===== config.mk =====
export PLATFORM = sky130hd
export DESIGN_NAME = lap_memory_ctrl
export DESIGN_NICKNAME = d
export VERILOG_FILES = /design/src/rtl/lap_ctrl_pkg.sv /design/src/rtl/lap_memory_ctrl_rise_detect.sv /design/src/rtl/lap_memory_ctrl.sv
export SDC_FILE = /design/constraint.sdc
export NUM_CORES = 1
export LEC_CHECK = 0
export BUFFER_PORTS_ARGS = -buffer_cell sky130_fd_sc_hd__buf_2
export CAP_MARGIN = 20
export CELL_PAD_IN_SITES_DETAIL_PLACEMENT = 0
export CELL_PAD_IN_SITES_GLOBAL_PLACEMENT = 2
export CORE_ASPECT_RATIO = 0.6
export CORE_MARGIN = 1
export CORE_UTILIZATION = 28
export DETAILED_ROUTE_END_ITERATION = 12
export PLACE_DENSITY = 0.78
export SKIP_CTS_REPAIR_TIMING = 1
export SYNTH_ARGS = -nofsm -noshare
export SYNTH_HDL_FRONTEND = slang
export SYNTH_SLANG_ARGS = --single-unit
export TNS_END_PERCENT = 20

===== constraint.sdc =====
create_clock -name clk -period 2 [get_ports clk]
set_input_delay 0.3 -clock clk [delete_from_list [all_inputs] [get_ports clk]]
set_output_delay 0.3 -clock clk [all_outputs]
set_load 0.02 [all_outputs]

===== src/rtl/lap_ctrl_pkg.sv =====
// lap_ctrl_pkg: shared sizes and FSM encoding for the lap memory sequencer
package lap_ctrl_pkg;
    localparam int DEPTH   = 16;
    localparam int ADDR_W  = 4;
    localparam int DIGIT_W = 4;
    localparam int DATA_W  = 6 * DIGIT_W;
    localparam int CNT_W   = ADDR_W + 1;
    localparam logic [2:0] S_IDLE      = 3'd0;
    localparam logic [2:0] S_W_SETUP   = 3'd1;
    localparam logic [2:0] S_W_STROBE  = 3'd2;
    localparam logic [2:0] S_R_SETUP   = 3'd3;
    localparam logic [2:0] S_R_STROBE  = 3'd4;
    localparam logic [2:0] S_R_CAPTURE = 3'd5;
    localparam logic [2:0] S_CLEAR     = 3'd6;
endpackage


===== src/rtl/lap_memory_ctrl_rise_detect.sv =====
// rise_detect: rising-edge detector against the registered previous level
module rise_detect (
    input  logic clk,
    input  logic reset_n,
    input  logic d,
    output logic rise
);
    logic d_q;
    always_ff @(posedge clk or negedge reset_n) begin
        if (!reset_n) d_q <= 1'b0;
        else d_q <= d;
    end
    assign rise = d & ~d_q;
endmodule


===== src/rtl/lap_memory_ctrl.sv =====
// lap_memory_ctrl: captures lap times into the register file and reads them back for display
module lap_memory_ctrl
    import lap_ctrl_pkg::*;
(
    input  logic              clk,
    input  logic              reset_n,
    input  logic [DATA_W-1:0] time_in,
    input  logic              lap_req,
    input  logic              clear_req,
    input  logic              mode_recall,
    input  logic              recall_next,
    input  logic              recall_prev,
    input  logic [DATA_W-1:0] rf_rdata,
    output logic              wclk,
    output logic              rclk,
    output logic [ADDR_W-1:0] address,
    output logic [DATA_W-1:0] rf_wdata,
    output logic [CNT_W-1:0]  lap_count,
    output logic              full,
    output logic              lap_drop,
    output logic [DATA_W-1:0] lap_time,
    output logic [ADDR_W-1:0] lap_index,
    output logic              lap_valid,
    output logic              busy
);
    logic [2:0]        state, state_nxt;
    logic [ADDR_W-1:0] rd_idx, rd_nxt, last;
    logic [CNT_W-1:0]  cnt_nxt;
    logic              lap_pend, clr_pend, recall_rise, idle, lap_any, rd_trig, go_clr, go_wr, go_rd;

    rise_detect u_rise (
        .clk     (clk),
        .reset_n (reset_n),
        .d       (mode_recall),
        .rise    (recall_rise)
    );

    always_comb begin
        idle      = state == S_IDLE;
        lap_any   = lap_req | lap_pend;
        last      = ADDR_W'(lap_count - 1'b1);
        rd_trig   = mode_recall && lap_count != '0 && (recall_rise || (recall_next ^ recall_prev));
        go_clr    = idle && (clear_req || clr_pend);
        go_wr     = idle && !go_clr && lap_any && !full;
        go_rd     = idle && !go_clr && !go_wr && rd_trig;
        rd_nxt    = recall_rise ? '0 :
                    recall_next ? (rd_idx == last ? '0 : rd_idx + 1'b1) :
                                  (rd_idx == '0 ? last : rd_idx - 1'b1);
        state_nxt = go_clr                ? S_CLEAR     :
                    go_wr                 ? S_W_SETUP   :
                    go_rd                 ? S_R_SETUP   :
                    state == S_W_SETUP    ? S_W_STROBE  :
                    state == S_R_SETUP    ? S_R_STROBE  :
                    state == S_R_STROBE   ? S_R_CAPTURE : S_IDLE;
        cnt_nxt   = state == S_CLEAR ? '0 : state == S_W_STROBE ? lap_count + 1'b1 : lap_count;
    end

    // the write slot is always lap_count's low bits, so no separate write pointer is kept
    always_ff @(posedge clk or negedge reset_n) begin
        if (!reset_n) begin
            state     <= S_IDLE;
            busy      <= 1'b0;
            wclk      <= 1'b0;
            rclk      <= 1'b0;
            lap_count <= '0;
            full      <= 1'b0;
            lap_drop  <= 1'b0;
            lap_pend  <= 1'b0;
            clr_pend  <= 1'b0;
            address   <= '0;
            rf_wdata  <= '0;
            rd_idx    <= '0;
            lap_time  <= '0;
            lap_index <= '0;
            lap_valid <= 1'b0;
        end else begin
            state     <= state_nxt;
            busy      <= state_nxt != S_IDLE;
            wclk      <= state == S_W_SETUP;
            rclk      <= state == S_R_SETUP;
            lap_count <= cnt_nxt;
            full      <= cnt_nxt == CNT_W'(DEPTH);
            lap_drop  <= idle ? !go_clr && full && lap_any : lap_req && lap_pend;
            lap_pend  <= go_clr ? 1'b0 : idle ? lap_req && lap_pend && !full : lap_any;
            clr_pend  <= idle ? 1'b0 : clr_pend | clear_req;
            address   <= go_wr ? lap_count[ADDR_W-1:0] : go_rd ? rd_nxt : address;
            rf_wdata  <= go_wr ? time_in : rf_wdata;
            rd_idx    <= state == S_CLEAR ? '0 : go_rd ? rd_nxt : rd_idx;
            lap_time  <= state == S_R_CAPTURE ? rf_rdata : lap_time;
            lap_index <= state == S_R_CAPTURE ? rd_idx : lap_index;
            lap_valid <= (state == S_CLEAR || !mode_recall) ? 1'b0 : state == S_R_CAPTURE ? 1'b1 : lap_valid;
        end
    end
endmodule


==> Word-level counts from Yosys, hierarchy flattened <==
Index checks and enable logic that the tools add are counted.
W data, S select, Z words.
{ "totals": {"regBits": 77, "inputBits": 55, "output_inout_bits": 67, "word_cells": 80} }
{ "op_classes": {"add_sub_neg": 4, "n_eq_ne": 8, "muxes": 21, "bitwise": 5, "reduce_logical": 26} }
{ "op_table": {"columns": ["op", "n"], "rows": [
  ["$mux W4", 7],
  ["$mux W3", 6],
  ["$logic_and A1 B1 Y1", 12],
  ["$mux W5", 2],
  ["$eq A3 B3 Y1 const B", 3],
  ["$sub A4 B1 Y4 const B", 2],
  ["$eq A3 B2 Y1 const B", 2],
  ["$mux W1", 6],
  ["$reduce_bool A2 Y1", 3],
  ["$add A5 B1 Y5 const B", 1],
  ["$eq A5 B5 Y1 const B", 1],
  ["$reduce_bool A5 Y1", 1],
  ["$add A4 B1 Y4 const B", 1],
  ["$eq A4 B4 Y1", 1],
  ["$logic_not A1 Y1", 4],
  ["$logic_not A4 Y1", 1],
  ["$eq A3 B1 Y1 const B", 1],
  ["$logic_not A3 Y1", 1],
  ["$logic_or A1 B1 Y1", 3],
  ["$reduce_bool A3 Y1", 1],
  ["$or A1 B1 Y1", 2],
  ["$and A1 B1 Y1", 1],
  ["$not A1 Y1", 1],
  ["$xor A1 B1 Y1", 1]
]} }

==> Depth between registers and ports, before layout <==
Gate-level depths: netlist (run 1).
{ "depth": {"depth_word": 13, "mapped_depth": 8} }

==> Cells and area by module <==
A second synthesis (run 1) with hierarchy kept.
{ "unflattened": {"hier_cells": 328, "hier_area_um2": 3420.8} }
{ "by_module_without_submodules": {"columns": ["module", "instances", "cells_each", "area_per_inst_um2", "seq_area_each_um2"], "rows": [
  ["lap_memory_ctrl", 1, 326, 3382.0, 1901.8],
  ["rise_detect", 1, 2, 38.8, 25.0]
]} }

==> Worst setup path after synthesis (run 1) <==
Ideal clock, no wire load.
{ "synth_path": {"kind": "reg2reg", "startpoint": "reg lap_count[0]", "endpoint": "reg address[2]", "setup_time_ns": 0.126, "arrival_time_ns": 2.198, "path_slack_ns": -0.324, "stages_incl_launch_ff": 8, "path_buffers": 1, "period_less_slack_ns": 2.324, "cell_sequence": "dfrtp_1 -> clkbuf_1 -> inv_1 -> ha_1 -> nor4b_1 -> a211oi_1 -> o21ai_1 -> a221o_1"} }
{ "synth_via": {"elab_chain_cells": 7} }
{ "synth_lines": {"columns": ["item", "line_no", "text"], "rows": [
  ["start, declared", "lap_memory_ctrl.sv:18", "output logic [CNT_W-1:0] lap_count,"],
  ["start signal, assigned", "lap_memory_ctrl.sv:81", "lap_count <= cnt_nxt;"],
  ["$sub A4 B1 Y4", "lap_memory_ctrl.sv:41", "last = ADDR_W'(lap_count - 1'b1);"],
  ["$eq A4 B4 Y1", "lap_memory_ctrl.sv:47", "recall_next ? (rd_idx == last ? '0 : rd_idx + 1'b1) :"],
  ["$mux W4 (2 in series)", "lap_memory_ctrl.sv:47", null],
  ["$mux W4", "lap_memory_ctrl.sv:46", "rd_nxt = recall_rise ? '0 :"],
  ["$mux W4 (2 in series)", "lap_memory_ctrl.sv:86", "address <= go_wr ? lap_count[ADDR_W-1:0] : go_rd ? rd_nxt : address;"],
  ["end signal, assigned", "lap_memory_ctrl.sv:86", null],
  ["end, declared", "lap_memory_ctrl.sv:16", "output logic [ADDR_W-1:0] address,"]
]} }
Several ways; a longest one is shown, not always the timed one. The select of a mux whose other input is x is not followed.
A chain may end at the register's enable or synchronous reset.

==> Final worst setup path (run 1) <==
{ "layout_path": {"startpoint": "reg state[0]", "endpoint": "reg rf_wdata[0]"} }
{ "layout_via": {"elab_chain_cells": 6} }
{ "layout_lines": {"columns": ["item", "line_no", "text"], "rows": [
  ["start, declared", "lap_memory_ctrl.sv:26", "logic [2:0] state, state_nxt;"],
  ["start signal, assigned", "lap_memory_ctrl.sv:77", "state <= state_nxt;"],
  ["$logic_not A3 Y1 *", "lap_memory_ctrl.sv:39", "idle = state == S_IDLE;"],
  ["$logic_and A1 B1 Y1", "lap_memory_ctrl.sv:43", "go_clr = idle && (clear_req || clr_pend);"],
  ["$logic_not A1 Y1", "lap_memory_ctrl.sv:44", "go_wr = idle && !go_clr && lap_any && !full;"],
  ["$logic_and A1 B1 Y1 * (3 in series)", "lap_memory_ctrl.sv:44", null],
  ["end signal, assigned", "lap_memory_ctrl.sv:87", "rf_wdata <= go_wr ? time_in : rf_wdata;"],
  ["end, declared", "lap_memory_ctrl.sv:17", "output logic [DATA_W-1:0] rf_wdata,"]
]} }
Every way passes the cells marked *; elsewhere a longest branch is shown, timed or not.

==> results.ini, run 1 <==
[synthesis]
syn_inst = 269
ys_ff_latch = 77
synth_cell_types = 46
synth_warnings = 0
synth_edf_count = 0
syn_avg_cell_area_um2 = 12.8
synthFlopType = dfrtp_1
synthArstFlopShare_pct = 100
synth_area_um2 = 3440
syn_nets = 329
ys_seq_area_share_pct = 56.0

[floorplanning]
dieWidth_um = 145
die_area_um2 = 12700
coreArea_um2 = 11600
die_y_um = 87.9
ios = 122
rows = 30
initial_core_util_pct = 29.6

[cells_and_area]
final_area_um2 = 4680
nets = 468
syn_to_final_growth_pct = 36.0
drive_above_1_share_pct = 49.4
fill_cells = 1124
antennaDiodeCount = 0

[cts]
clock_sinks = 77
path_clk_slew_ps = 60
cts_tree = done
clkLatencyLatePin_ps = 340
clock_path_buffers = 2
cts-buffers-inserted = 9
root_buffer = clkbuf_16
htreeDepth = 3

[global_routing]
gr-total-overflow = 0
track_usage_pct = 14.1
antenna_found_initial = 0
grt_pass1_wl_mm = 13.7
grt_start_max_net_pins = 43
first_global_vias = 2611

[worst_setup_path]
arrival_ps = 2080
end_kind = register
critical_path_class = register to register
r2r-end = rf_wdata[0]
r2r_slack_ps = 140
rr_startpoint = state[0]
required_ps = 2220
reg2regPathDepth = 5
worstPathMaxFanout = 24
critical_path.startpoint_type = register

[placed_design]
dp_hpwl_mm = 6.37
gp_congestion = 0.779
portBuffers = 121
placed_area_um2 = 4360

[detailed_routing]
vias = 2558
wl_met2_mm = 3.41
drt-met1-wl_mm = 4.19
wl_met3_um = 641
drc = 0
wl_per_cell_um = 14.5
drtAntennaViolNets = 0
drt_iter0_markers = 69
drt_pre_antenna_iters = 4
routed_wl_mm = 8.32
highest_layer = met4
via_per_inst = 4.46

[timing]
rsz0062_at_grt = false
fin_crit_ps = 1860
fmax_mhz = 537
hold_violations = 0
setup_viol = 0
tns_ps = 0
tightest_slew_ps = 361
fin_crit_sh_pct = 93.1
drv_slew = 0
slew_headroom_pct = 75.6
fin_skew_ps = 9.99

[power_and_ir_drop]
p_leak_nw = 2.30
powerDensity_nw_per_um2 = 1600
irDropWorstVdd_uv = 482

[job]
maxCapViolations = 0

[run_status]
status = finished clean

[worst_hold_path]
min-delay-start = mode_recall
hold_path_class = primary input to register
min_to = u_rise.d_q
holdPathStages = 1

[how the worst max path moves through the flow]
stage,from,to,cells after the start
finish,state[0],rf_wdata[0],5
global route,lap_count[1],address[2],7
detailed placement,state[0],rf_wdata[6],5
global placement,lap_count[0],address[2],7
CTS,state[0],rf_wdata[6],5
floorplan,lap_count[1],address[2],6
[where the power goes]
group | internal (mW) | switching [mW]
Clock | 0.975 | 0.660
Combinational | 1.43 | 1.89
Sequential | 2.20 | 0.321
Total | 4.61 | 2.87
[per-stage QoR]
stage | power (mW) | setup slack, ps | hold slack [ps] | util (%) | instances
2_1_floorplan | 4.75 | 36.0 | 4.41 | - | 269
3_3_place_gp | 5.86 | 181 | 249 | 37.5 | 556
3_5_place_dp | 5.91 | 133 | 255 | 37.5 | 556
4_1_cts | 7.59 | 116 | -119 | 40.1 | 572
5_1_grt | 7.99 | 28.6 | 97.3 | 40.2 | 573
6_report | 7.48 | 138 | 109 | 40.2 | 573
[synth_stat cells, types with 2 or more instances]
library cell   n  area share (%)
nor3_4         2            0.95
nor4b_1        2            0.51
nand2b_1       4            0.73
a32oi_1        2            0.51
mux2_1        16             5.2
a221o_1        2            0.58
ha_1           5             1.8
nor2b_1        6             1.1
a22oi_1        2            0.44
buf_2          4            0.58
buf_6          3            0.98
a21oi_1        3            0.44
a211oi_1       3            0.65
nand2_1       22             2.4
mux2_2        36              12
clkbuf_1       6            0.65
and3_1         2            0.36
a21o_1         4            0.87
nor2_1         8            0.87
xor2_1         5             1.3
nand4_1        5            0.91
xnor2_1        6             1.5
nand3_1        2            0.29
dfrtp_1       77              56
inv_1          7            0.76
o21ai_0       13             1.9
nor3b_1        2            0.44
nand3b_1       2            0.44
[routing by layer]
metal | global-route usage (%) | up-vias
met2 | 20.3 | 92
met4 | 4.11 | 0
met1 | 19.2 | 1228
li1 | - | 1229
met5 | 0 | -
met3 | 5.78 | 9
[kinds of logic after synthesis]
family,count (synthesis),synth area share (%)
xor+xnor,12,3.49
mux,52,17.0
simple gates,63,10.4
buf+inv,22,3.64
fa+ha+maj,5,1.82
flops,77,56.0
compound gates,38,7.64
[layout by cell type, fill, tap and decap left out, types with 2 or more instances in the layout]
cell	netlist	layout
buf_2	4	120
dfrtp_1	77	76
mux2_2	36	36
nand2_1	22	22
buf_4	1	19
mux2_1	16	16
o21ai_0	13	13
clkbuf_16	0	9
nor2_1	8	8
inv_1	7	6
nor2b_1	6	6
xnor2_1	6	6
nand4_1	5	5
xor2_1	5	5
nand2b_1	4	4
a21o_1	4	4
ha_1	5	4
a21oi_1	3	3
buf_12	0	3
nor3b_1	2	2
nor4b_1	2	2
a211oi_2	0	2
nor3_4	2	2
nand3_1	2	2
and3_1	2	2
nand3b_1	2	2
a32oi_1	2	2
a221o_1	2	2
a22oi_1	2	2
clkinv_4	0	2
clkinvlp_4	0	2
[state kept, by name, indices dropped and copies added (netlist names)]
register and flops:
lap_valid 1, wclk 1, lap_pend 1, rd_idx 4, lap_time 24, rclk 1
address 4, state 3, rf_wdata 24, lap_index 4, lap_count 5, u_rise.d_q 1
full 1, busy 1, clr_pend 1, lap_drop 1
[worst max-delay path, stage by stage, from the launching register on]
cell	delay, ps
dfrtp_1	380
or3_4	420
nor3_4	170
and2_1	220
buf_12	190
mux2_1	340
[area by class of cell]
cell class | instances | area (µm²) | share of cell area (%)
clock buffers | 10 | 229 | 4.89
clock inverters | 6 | 71.3 | 1.52
inverters | 7 | 26.3 | 0.562
multi-input cells | 170 | 1410 | 30.1
flip-flops and latches | 77 | 1930 | 41.2
well taps | 160 | 200 | 4.28
repair buffers | 143 | 813 | 17.4
Power figures use the tool's default switching activity.
==> inputs of run 2 (changes only) <==
--- a/config.mk
+++ b/config.mk
@@ -13,7 +13,7 @@
 export CORE_MARGIN = 1
 export CORE_UTILIZATION = 28
 export DETAILED_ROUTE_END_ITERATION = 12
-export PLACE_DENSITY = 0.78
+export PLACE_DENSITY = 0.73
 export SKIP_CTS_REPAIR_TIMING = 1
 export SYNTH_ARGS = -nofsm -noshare
 export SYNTH_HDL_FRONTEND = slang
==> results.ini, run 2 (synthesis results as in run 1) <==
[cts]
htreeDepth = 3
clock_sinks = 77
path_clk_slew_ps = 60
clkLatencyLatePin_ps = 330
cts_tree = done
cts-buffers-inserted = 9
clock_path_buffers = 2
root_buffer = clkbuf_16

[floorplanning]
die_area_um2 = 12700
rows = 30
dieWidth_um = 145
coreArea_um2 = 11600
initial_core_util_pct = 29.6
ios = 122
die_y_um = 87.9

[timing]
tightest_slew_ps = 532
hold_violations = 0
drv_slew = 0
setup_viol = 0
fin_crit_sh_pct = 94.5
slew_headroom_pct = 64.5
tns_ps = 0
fmax_mhz = 529
fin_skew_ps = 6.39
fin_crit_ps = 1890
rsz0062_at_grt = false
whs_ps = 120
layout_setup_ws_ps = 111

[power_and_ir_drop]
internal_power_mw = 4.49
powerDensity_nw_per_um2 = 1570
power.share.sequential_pct = 34.4
combinationalPowerShare_pct = 45.7
switchingPower_mw = 2.86
p_leak_nw = 2.31
power_mw = 7.35
irDropWorstVdd_uv = 617
sw_frac_of_total_pct = 38.9
clockPowerShare_pct = 19.9

[detailed_routing]
drt_pre_antenna_iters = 4
routed_wl_mm = 8.34
via_per_inst = 4.50
wl_per_cell_um = 14.5
drtAntennaViolNets = 0
drt_iter0_markers = 96
drc = 0
vias = 2593

[cells_and_area]
nets = 472
layout_commonest_cell = buf_2
antennaDiodeCount = 0
final_cell_mix = buf_2 (120), dfrtp_1 (76), mux2_2 (36), buf_4 (23), nand2_1 (22)
final_area_um2 = 4680
syn_to_final_growth_pct = 36.2
drive_above_1_share_pct = 50.5
reg.largest.list = lap_time (24), rf_wdata (24), lap_count (5)

[placed_design]
gp_congestion = 0.805
preCtsSetupSlack_ps = 86.4
placed_area_um2 = 4390
portBuffers = 121
dp_hpwl_mm = 6.30

[run_status]
status = finished clean

[global_routing]
first_global_vias = 2458
grt_start_max_net_pins = 38
track_usage_pct = 13.9
antenna_found_initial = 0
gr-total-overflow = 0
grt_pass1_wl_mm = 13.3

[worst_setup_path]
critical_path_class = register to register
reg2regPathDepth = 8
r2r-end = address[0]
rr_startpoint = lap_count[0]
worstPathMaxFanout = 4
path_cells = inv_2 > ha_4 > xnor2_1 > nor3_2 > buf_4 > a21o_1 > a211oi_1 > a221o_1
required_ps = 2270
slowest_delay_ps = 410
end_kind = register
slowest_stage = dfrtp_2
r2r_slack_ps = 110
arrival_ps = 2160
critical_path.startpoint_type = register

[worst_hold_path]
min-delay-start = mode_recall
hold_path_class = primary input to register
min_to = u_rise.d_q
holdPathStages = 1

[job]
maxCapViolations = 0

run 2: worst max-delay path by stage:
| stage | slack [ps] | startpoint | end |
|---|---|---|---|
| CTS | 80 | state[0] | rf_wdata[5] |
| global route | 10 | lap_count[0] | address[0] |
| finish | 110 | lap_count[0] | address[0] |
| detailed placement | 90 | lap_count[0] | address[2] |
| floorplan | 40 | lap_count[1] | address[2] |
| global placement | 130 | state[0] | rf_wdata[10] |
run 2: cell type report:
| type | instances | area, µm² |
|---|---|---|
| Tap cell | 160 | 200 |
| Inverter | 7 | 26.3 |
| Timing Repair Buffer | 147 | 843 |
| Multi-Input combinational cell | 170 | 1420 |
| Sequential cell | 77 | 1930 |
| Clock buffer | 9 | 225 |
| Clock inverter | 6 | 41.3 |
| Fill cell | 1143 | 6950 |
run 2: per-layer routing:
metal	global-route usage [%]	up-vias	routed length, µm
li1	-	1236	-
met1	20.0	1249	4270
met2	19.1	99	3360
met3	5.10	9	612
met4	4.31	0	95
met5	0	-	0
run 2: power by group through the flow:
stage	Combinational [mW]	Clock, mW	Sequential [mW]
after floorplan	1.46	0	3.29
after global placement	3.35	0	2.54
after detailed placement	3.38	0	2.56
after CTS	3.39	1.53	2.53
after global routing	3.64	1.60	2.61
final	3.36	1.46	2.53
run 2: critical path, delay by kind of cell, from the launching register on:
kind / cells / cell delay, ps
AO/OA/AOI/OAI: 3 / 660
XOR/XNOR: 1 / 190
adder cells (fa/ha/maj): 1 / 230
buffers and inverters: 2 / 260
flip-flops: 1 / 410
AND/OR/NAND/NOR: 1 / 70
run 2: stage by stage:
stage / instances / utilization [%]
floorplan: 269 / -
global placement: 560 / 37.8
global route: 576 / 40.3
finish: 576 / 40.3
CTS: 575 / 40.0
detailed placement: 560 / 37.8
